### config.mk
export PLATFORM = sky130hd
export DESIGN_NAME = menger_sdf_iter
export DESIGN_NICKNAME = d
export VERILOG_FILES = /design/src/rtl/menger_sdf_iter.sv
export SDC_FILE = /design/constraint.sdc
export NUM_CORES = 2
export LEC_CHECK = 0
export CORE_ASPECT_RATIO = 0.8
export CORE_MARGIN = 1.5
export CORE_UTILIZATION = 60
export CTS_BUF_LIST = sky130_fd_sc_hd__clkbuf_4 sky130_fd_sc_hd__clkbuf_8
export CTS_CLUSTER_DIAMETER = 30
export CTS_CLUSTER_SIZE = 14
export DETAILED_ROUTE_END_ITERATION = 7
export HOLD_SLACK_MARGIN = 0.1
export PLACE_DENSITY = 0.87
export SYNTH_ARGS = -nofsm -noshare
export SYNTH_HDL_FRONTEND = slang
export SYNTH_SLANG_ARGS = --single-unit
### constraint.sdc
create_clock -name clk_in -period 42.7 [get_ports clk_in]
set_input_delay 6.405 -clock clk_in [delete_from_list [all_inputs] [get_ports clk_in]]
set_output_delay 6.405 -clock clk_in [all_outputs]
set_load 0.005 [all_outputs]
### src/rtl/menger_sdf_iter.sv
// menger_sdf_iter: multi-cycle Menger sponge distance estimator with level and shaded colour
module menger_sdf_iter #(
  parameter int WIDTH      = 32,
  parameter int FRAC       = 16,
  parameter int ITERATIONS = 3,
  parameter int LOG2_HALF  = 5,
  parameter int BASE_R     = 255,
  parameter int BASE_G     = 255,
  parameter int BASE_B     = 255,
  parameter int SHADE_STEP = 64
) (
  input  logic             clk_in,
  input  logic             rst_in,
  input  logic             sdf_start,
  input  logic [WIDTH-1:0] x,
  input  logic [WIDTH-1:0] y,
  input  logic [WIDTH-1:0] z,
  output logic             sdf_busy,
  output logic             sdf_done,
  output logic [WIDTH-1:0] sdf_out,
  output logic [2:0]       sdf_level,
  output logic [7:0]       sdf_red_out,
  output logic [7:0]       sdf_green_out,
  output logic [7:0]       sdf_blue_out
);
  localparam int IW = WIDTH + 4;
  typedef logic signed [IW-1:0] sw_t;
  typedef enum logic [2:0] {IDLE, LOAD, ITER_A, ITER_B, FINISH, DONE} state_t;

  // round(2^FRAC / 3^k) as floor((2^(FRAC+1) + 3^k) / (2*3^k))
  function automatic sw_t inv3(input int k);
    longint p;
    p = 1;
    for (int i = 0; i < k; i++) p = p * 3;
    return sw_t'(((longint'(2) << FRAC) + p) / (2 * p));
  endfunction

  localparam sw_t ONE = sw_t'(1) <<< FRAC;
  localparam sw_t INV3 [6] = '{inv3(1), inv3(2), inv3(3), inv3(4), inv3(5), inv3(6)};

  function automatic sw_t sabs(input sw_t v);
    return v < 0 ? -v : v;
  endfunction

  function automatic sw_t smax(input sw_t a, input sw_t b);
    return a > b ? a : b;
  endfunction

  function automatic sw_t smin(input sw_t a, input sw_t b);
    return a < b ? a : b;
  endfunction

  // fold distance of a reduced coordinate to the centre-third slab: |1 - 3|u - 1||
  function automatic sw_t rfold(input logic [FRAC:0] u);
    sw_t a;
    a = sabs(sw_t'({1'b0, u}) - ONE);
    return sabs(ONE - ((a <<< 1) + a));
  endfunction

  function automatic logic [7:0] shade(input int base, input logic [2:0] l);
    int v;
    v = base - int'(l) * SHADE_STEP;
    return v < 0 ? 8'd0 : 8'(v);
  endfunction

  state_t state_q, state_d;
  logic signed [WIDTH-1:0] px, py, pz;
  logic [FRAC:0] ux, uy, uz;
  sw_t d, t, qx, qy, qz, rx, ry, rz, c;
  logic signed [2*IW-1:0] prod;
  logic [2:0] lvl, m;
  logic last;

  always_comb begin
    qx = sw_t'(px) >>> LOG2_HALF;
    qy = sw_t'(py) >>> LOG2_HALF;
    qz = sw_t'(pz) >>> LOG2_HALF;
    rx = rfold(ux);
    ry = rfold(uy);
    rz = rfold(uz);
    prod = t * INV3[m];
    c = sw_t'(prod >>> FRAC);
    last = int'(m) + 1 >= ITERATIONS;
  end

  always_comb begin
    state_d = state_q;
    case (state_q)
      IDLE:    state_d = (sdf_start && !sdf_done) ? LOAD : IDLE;
      LOAD:    state_d = ITER_A;
      ITER_A:  state_d = ITER_B;
      ITER_B:  state_d = last ? FINISH : ITER_A;
      FINISH:  state_d = DONE;
      DONE:    state_d = sdf_start ? DONE : IDLE;
      default: state_d = IDLE;
    endcase
  end

  always_ff @(posedge clk_in or posedge rst_in) begin
    if (rst_in) begin
      state_q <= IDLE;
      px <= '0;
      py <= '0;
      pz <= '0;
      ux <= '0;
      uy <= '0;
      uz <= '0;
      d <= '0;
      t <= '0;
      lvl <= '0;
      m <= '0;
      sdf_busy <= 1'b0;
      sdf_done <= 1'b0;
      sdf_out <= '0;
      sdf_level <= '0;
      sdf_red_out <= '0;
      sdf_green_out <= '0;
      sdf_blue_out <= '0;
    end else begin
      state_q <= state_d;
      case (state_q)
        IDLE: if (sdf_start && !sdf_done) begin
          px <= x;
          py <= y;
          pz <= z;
          sdf_busy <= 1'b1;
        end
        LOAD: begin
          d <= smax(smax(sabs(qx), sabs(qy)), sabs(qz)) - ONE;
          lvl <= '0;
          ux <= qx[FRAC:0];
          uy <= qy[FRAC:0];
          uz <= qz[FRAC:0];
          m <= '0;
        end
        ITER_A: t <= smin(smin(smax(rx, ry), smax(ry, rz)), smax(rz, rx)) - ONE;
        ITER_B: begin
          if (c > d) begin
            d <= c;
            lvl <= m + 3'd1;
          end
          ux <= ux + {ux[FRAC-1:0], 1'b0};
          uy <= uy + {uy[FRAC-1:0], 1'b0};
          uz <= uz + {uz[FRAC-1:0], 1'b0};
          m <= m + 3'd1;
        end
        FINISH: begin
          sdf_out <= WIDTH'(d <<< LOG2_HALF);
          sdf_level <= lvl;
          sdf_red_out <= shade(BASE_R, lvl);
          sdf_green_out <= shade(BASE_G, lvl);
          sdf_blue_out <= shade(BASE_B, lvl);
          sdf_busy <= 1'b0;
          sdf_done <= 1'b1;
        end
        DONE: if (!sdf_start) sdf_done <= 1'b0;
        default: ;
      endcase
    end
  end
endmodule

==> flow_results.xml <==
<?xml version="1.0" encoding="UTF-8"?>
<metrics>
  <group name="pwr">
    <metric name="p_leak" unit="uW">0.02789</metric>
    <metric name="vdd_ir_drop_max" unit="V">0.0001483</metric>
    <metric name="power-per-cell-area" unit="mW/mm^2">54.61</metric>
  </group>
  <group name="clocking">
    <metric name="tritoncts_buffer_count" unit="">52</metric>
    <metric name="tritoncts_num_sinks" unit="">248</metric>
    <metric name="clk_path_buf_depth" unit="">3</metric>
    <metric name="post_cts.resized_instances" unit="">0</metric>
    <metric name="clock_pin_slew_of_the_registers_on_the_worst_case_setup_and_hold_paths" unit="ns">0.07</metric>
    <metric name="clk_latency" unit="ns">0.70</metric>
    <metric name="cts_tree" unit="">built</metric>
    <metric name="h_tree_levels" unit="">2</metric>
    <metric name="hold_buffers" unit="">0</metric>
    <metric name="cts_setup_buffers" unit="">0</metric>
    <metric name="clockRootBuffer" unit="">clkbuf_8</metric>
  </group>
  <group name="detailed_routing">
    <metric name="drt_wl_total" unit="um">149900</metric>
    <metric name="first_pass_iters" unit="">8</metric>
    <metric name="initialDrtViolationCount" unit="">4302</metric>
    <metric name="drt-wirelength-per-cell" unit="um">19.11</metric>
    <metric name="residual_drc_count" unit="">0</metric>
    <metric name="route.detailed.vias_per_inst" unit="">6.013</metric>
    <metric name="via_count" unit="">47145</metric>
    <metric name="ant_nets" unit="">0</metric>
  </group>
  <group name="timing">
    <metric name="timing.final.max_slew_violations" unit="">0</metric>
    <metric name="worst_clock_skew" unit="ns">0.05684</metric>
    <metric name="fin_ws" unit="ns">21.81</metric>
    <metric name="rsz0062_at_grt" unit="">no</metric>
    <metric name="finalCritPeriodShare" unit="">0.4892</metric>
    <metric name="setup-violations-final" unit="">0</metric>
    <metric name="worst-slew-pin-transition" unit="ns">1.457</metric>
    <metric name="setup_tns_final" unit="ns">0</metric>
    <metric name="report.final.hold_viol_count" unit="">0</metric>
    <metric name="period_minus_slack" unit="ns">20.89</metric>
    <metric name="max_clock_freq" unit="GHz">0.04788</metric>
    <metric name="slew_headroom" unit="">0.01813</metric>
  </group>
  <group name="logic_synthesis">
    <metric name="synthesis.instances" unit="">6539</metric>
    <metric name="netlist_area" unit="sq mm">0.05305</metric>
    <metric name="postSynthAreaPerCell" unit="sq um">8.113</metric>
    <metric name="synth-seq-cells" unit="">248</metric>
    <metric name="proportion_of_synthesized_flip_flops_having_asynchronous_set_or_reset" unit="">1.000</metric>
    <metric name="yosys_warnings" unit="">0</metric>
    <metric name="synth_cell_type_count" unit="">108</metric>
    <metric name="synth_edf_count" unit="">0</metric>
    <metric name="yosys_most_used_dff" unit="">dfrtp_1</metric>
    <metric name="synth_sequential_area_ratio" unit="">0.1170</metric>
  </group>
  <group name="final_layout">
    <metric name="final_cell_mix" unit="">inv_1 (878), ha_1 (815), nand2_1 (648)</metric>
    <metric name="syn_to_final_growth" unit="%">7.151</metric>
    <metric name="mostFrequentLayoutCell" unit="">inv_1</metric>
    <metric name="nets" unit="">7947</metric>
    <metric name="postLayoutCoreUtil" unit="">0.6496</metric>
    <metric name="share_of_layout_cells_above_drive_strength_1" unit="">0.04661</metric>
  </group>
  <group name="floorplanning">
    <metric name="floorplan.io_pins" unit="">160</metric>
    <metric name="rows" unit="">97</metric>
    <metric name="die_area" unit="sq mm">0.09022</metric>
    <metric name="initial_utilization" unit="">0.6062</metric>
    <metric name="fp.dieW" unit="um">335.4</metric>
    <metric name="core" unit="sq mm">0.08751</metric>
    <metric name="die_h" unit="um">269.0</metric>
  </group>
  <group name="worst_setup_path">
    <metric name="path_delay_family" unit="">compound AO/OA/AOI/OAI gates</metric>
    <metric name="cp_data_arrival_time" unit="ns">21.46</metric>
    <metric name="worstPathMaxFanout" unit="">45</metric>
    <metric name="worstSetupPathType" unit="">flop to flop</metric>
    <metric name="critical_path.slowest_cell" unit="">nor2_4</metric>
    <metric name="max_stage_delay" unit="ns">0.70</metric>
    <metric name="cp_num_buf_inv" unit="">5</metric>
    <metric name="worst_setup_path_start_kind" unit="">flop</metric>
    <metric name="worst_setup_path_end_kind" unit="">flop</metric>
    <metric name="cp_data_required_time" unit="ns">43.27</metric>
    <metric name="rrSetupSlack" unit="ns">21.81</metric>
  </group>
  <group name="global_route">
    <metric name="global_route.usage.total" unit="">0.3332</metric>
    <metric name="global_route.overflow_total" unit="">0</metric>
    <metric name="grt_pass1_vias" unit="">46619</metric>
    <metric name="antenna_found_initial" unit="">0</metric>
    <metric name="grt_start_max_net_pins" unit="">120</metric>
    <metric name="grt_pass1_wl" unit="um">241400</metric>
  </group>
  <group name="place">
    <metric name="dp_hpwl" unit="um">122600</metric>
    <metric name="port-buffer-count" unit="">139</metric>
    <metric name="finalWeightedCongestion" unit="">0.9931</metric>
    <metric name="detailedPlace.worstSlack" unit="ns">22.52</metric>
  </group>
  <group name="hold_path">
    <metric name="min_path_type" unit="">flop to flop</metric>
  </group>
  <group name="run_status">
    <metric name="status" unit="">completed</metric>
  </group>
  <group name="flow_run">
    <metric name="drv.max_cap_violation_count" unit="">0</metric>
  </group>
</metrics>
## power by group
group / switching, uW / total [uW] / internal [uW]
clock: 135 / 307 / 172
combinational: 1650 / 2560 / 909
sequential: 1.05 / 237 / 235
total: 1790 / 3100 / 1320
## synthesized netlist by cell type (13+ instances only)
| cell type | count | area, sq um |
|---|---|---|
| nor2_1 | 401 | 1505 |
| o21a_1 | 52 | 390.4 |
| inv_1 | 880 | 3303 |
| buf_2 | 15 | 75.07 |
| buf_1 | 16 | 60.06 |
| mux2_2 | 97 | 1092 |
| a211oi_1 | 43 | 322.8 |
| o211ai_1 | 48 | 360.4 |
| nor3_1 | 89 | 445.4 |
| fa_1 | 422 | 8448 |
| and3_1 | 34 | 212.7 |
| nand3_1 | 78 | 390.4 |
| ha_1 | 816 | 10210 |
| nor4_1 | 28 | 175.2 |
| or4_1 | 15 | 112.6 |
| nand2b_1 | 107 | 669.4 |
| o41ai_1 | 25 | 219.0 |
| nand3b_1 | 14 | 105.1 |
| o21ai_1 | 14 | 70.07 |
| o31a_1 | 13 | 113.9 |
| a21o_1 | 124 | 930.9 |
| nand2_1 | 650 | 2440 |
| and2_1 | 194 | 1214 |
| a221oi_1 | 14 | 122.6 |
| clkbuf_1 | 207 | 777.0 |
| buf_4 | 28 | 210.2 |
| xnor2_1 | 286 | 2505 |
| a31oi_1 | 49 | 306.5 |
| dfrtp_1 | 248 | 6206 |
| xor2_1 | 133 | 1165 |
| a21oi_1 | 430 | 2152 |
| or3_1 | 21 | 131.4 |
| mux2i_1 | 66 | 660.6 |
| o21bai_1 | 47 | 352.8 |
| a211o_1 | 14 | 122.6 |
| nand4_1 | 89 | 556.8 |
| or2_2 | 20 | 125.1 |
| o31ai_1 | 35 | 262.8 |
| nor2b_1 | 107 | 669.4 |
| o21ai_0 | 357 | 1787 |
## per-stage QoR
stage	instances	cell area (sq um)	hold slack, ns	total power [uW]
global placement	7744	55590	0.4502	2630
CTS	7839	56840	0.4653	3034
floorplan	6656	53490	0.4343	1917
finish	7840	56840	0.4601	3104
global route	7839	56840	0.4860	3340
detailed placement	7744	55590	0.4508	2714
## sequential cells by signal, summed over array words and instances, names as in the netlist, 17 cells and up
| signal | count |
|---|---|
| t | 36 |
| uy | 17 |
| uz | 17 |
| sdf_out | 27 |
| px | 27 |
| pz | 27 |
| d | 36 |
| ux | 17 |
| py | 27 |
## metal layers
layer | vias to the layer above | part of all wire | GRT usage
li1 | 22111 | - | -
met1 | 22630 | 0.42 | 0.4481
met2 | 2053 | 0.44 | 0.5278
met3 | 351 | 0.093 | 0.06264
met4 | 0 | 0.046 | 0.1368
met5 | - | 0 | 0
## final timing paths
path	startpoint	to	depth (start not counted)
max	ux[0]$_DFFE_PP0P_	t[32]$_DFFE_PP0P_	73
min	lvl[1]$_DFFE_PP0P_	sdf_blue_out[7]$_DFFE_PP0P_	1
max reg2reg	ux[0]$_DFFE_PP0P_	t[32]$_DFFE_PP0P_	73
min reg2reg	lvl[1]$_DFFE_PP0P_	sdf_blue_out[7]$_DFFE_PP0P_	1
max in group asynchronous	rst_in	t[28]$_DFFE_PP0P_	3
min in group asynchronous	rst_in	sdf_level[0]$_DFFE_PP0P_	2
## area by class of cell
cell class | count | area [sq um]
Antenna cell | 1 | 2.502
Clock buffer | 62 | 822.0
Clock inverter | 33 | 429.2
Fill cell | 7041 | 30660
Inverter | 883 | 3322
Multi-Input combinational cell | 5255 | 42950
Sequential cell | 248 | 6206
Tap cell | 1188 | 1486
Timing Repair Buffer | 170 | 1624
## kinds of logic after synthesis
| logic type | synth area share |
|---|---|
| simple gates | 0.1793 |
| compound gates | 0.1615 |
| fa+ha+maj | 0.3534 |
| buf+inv | 0.08413 |
| xor+xnor | 0.07095 |
| flops | 0.1170 |
| mux | 0.03347 |
| other cells | 0.0001416 |
(Power assumes the default switching activity.)
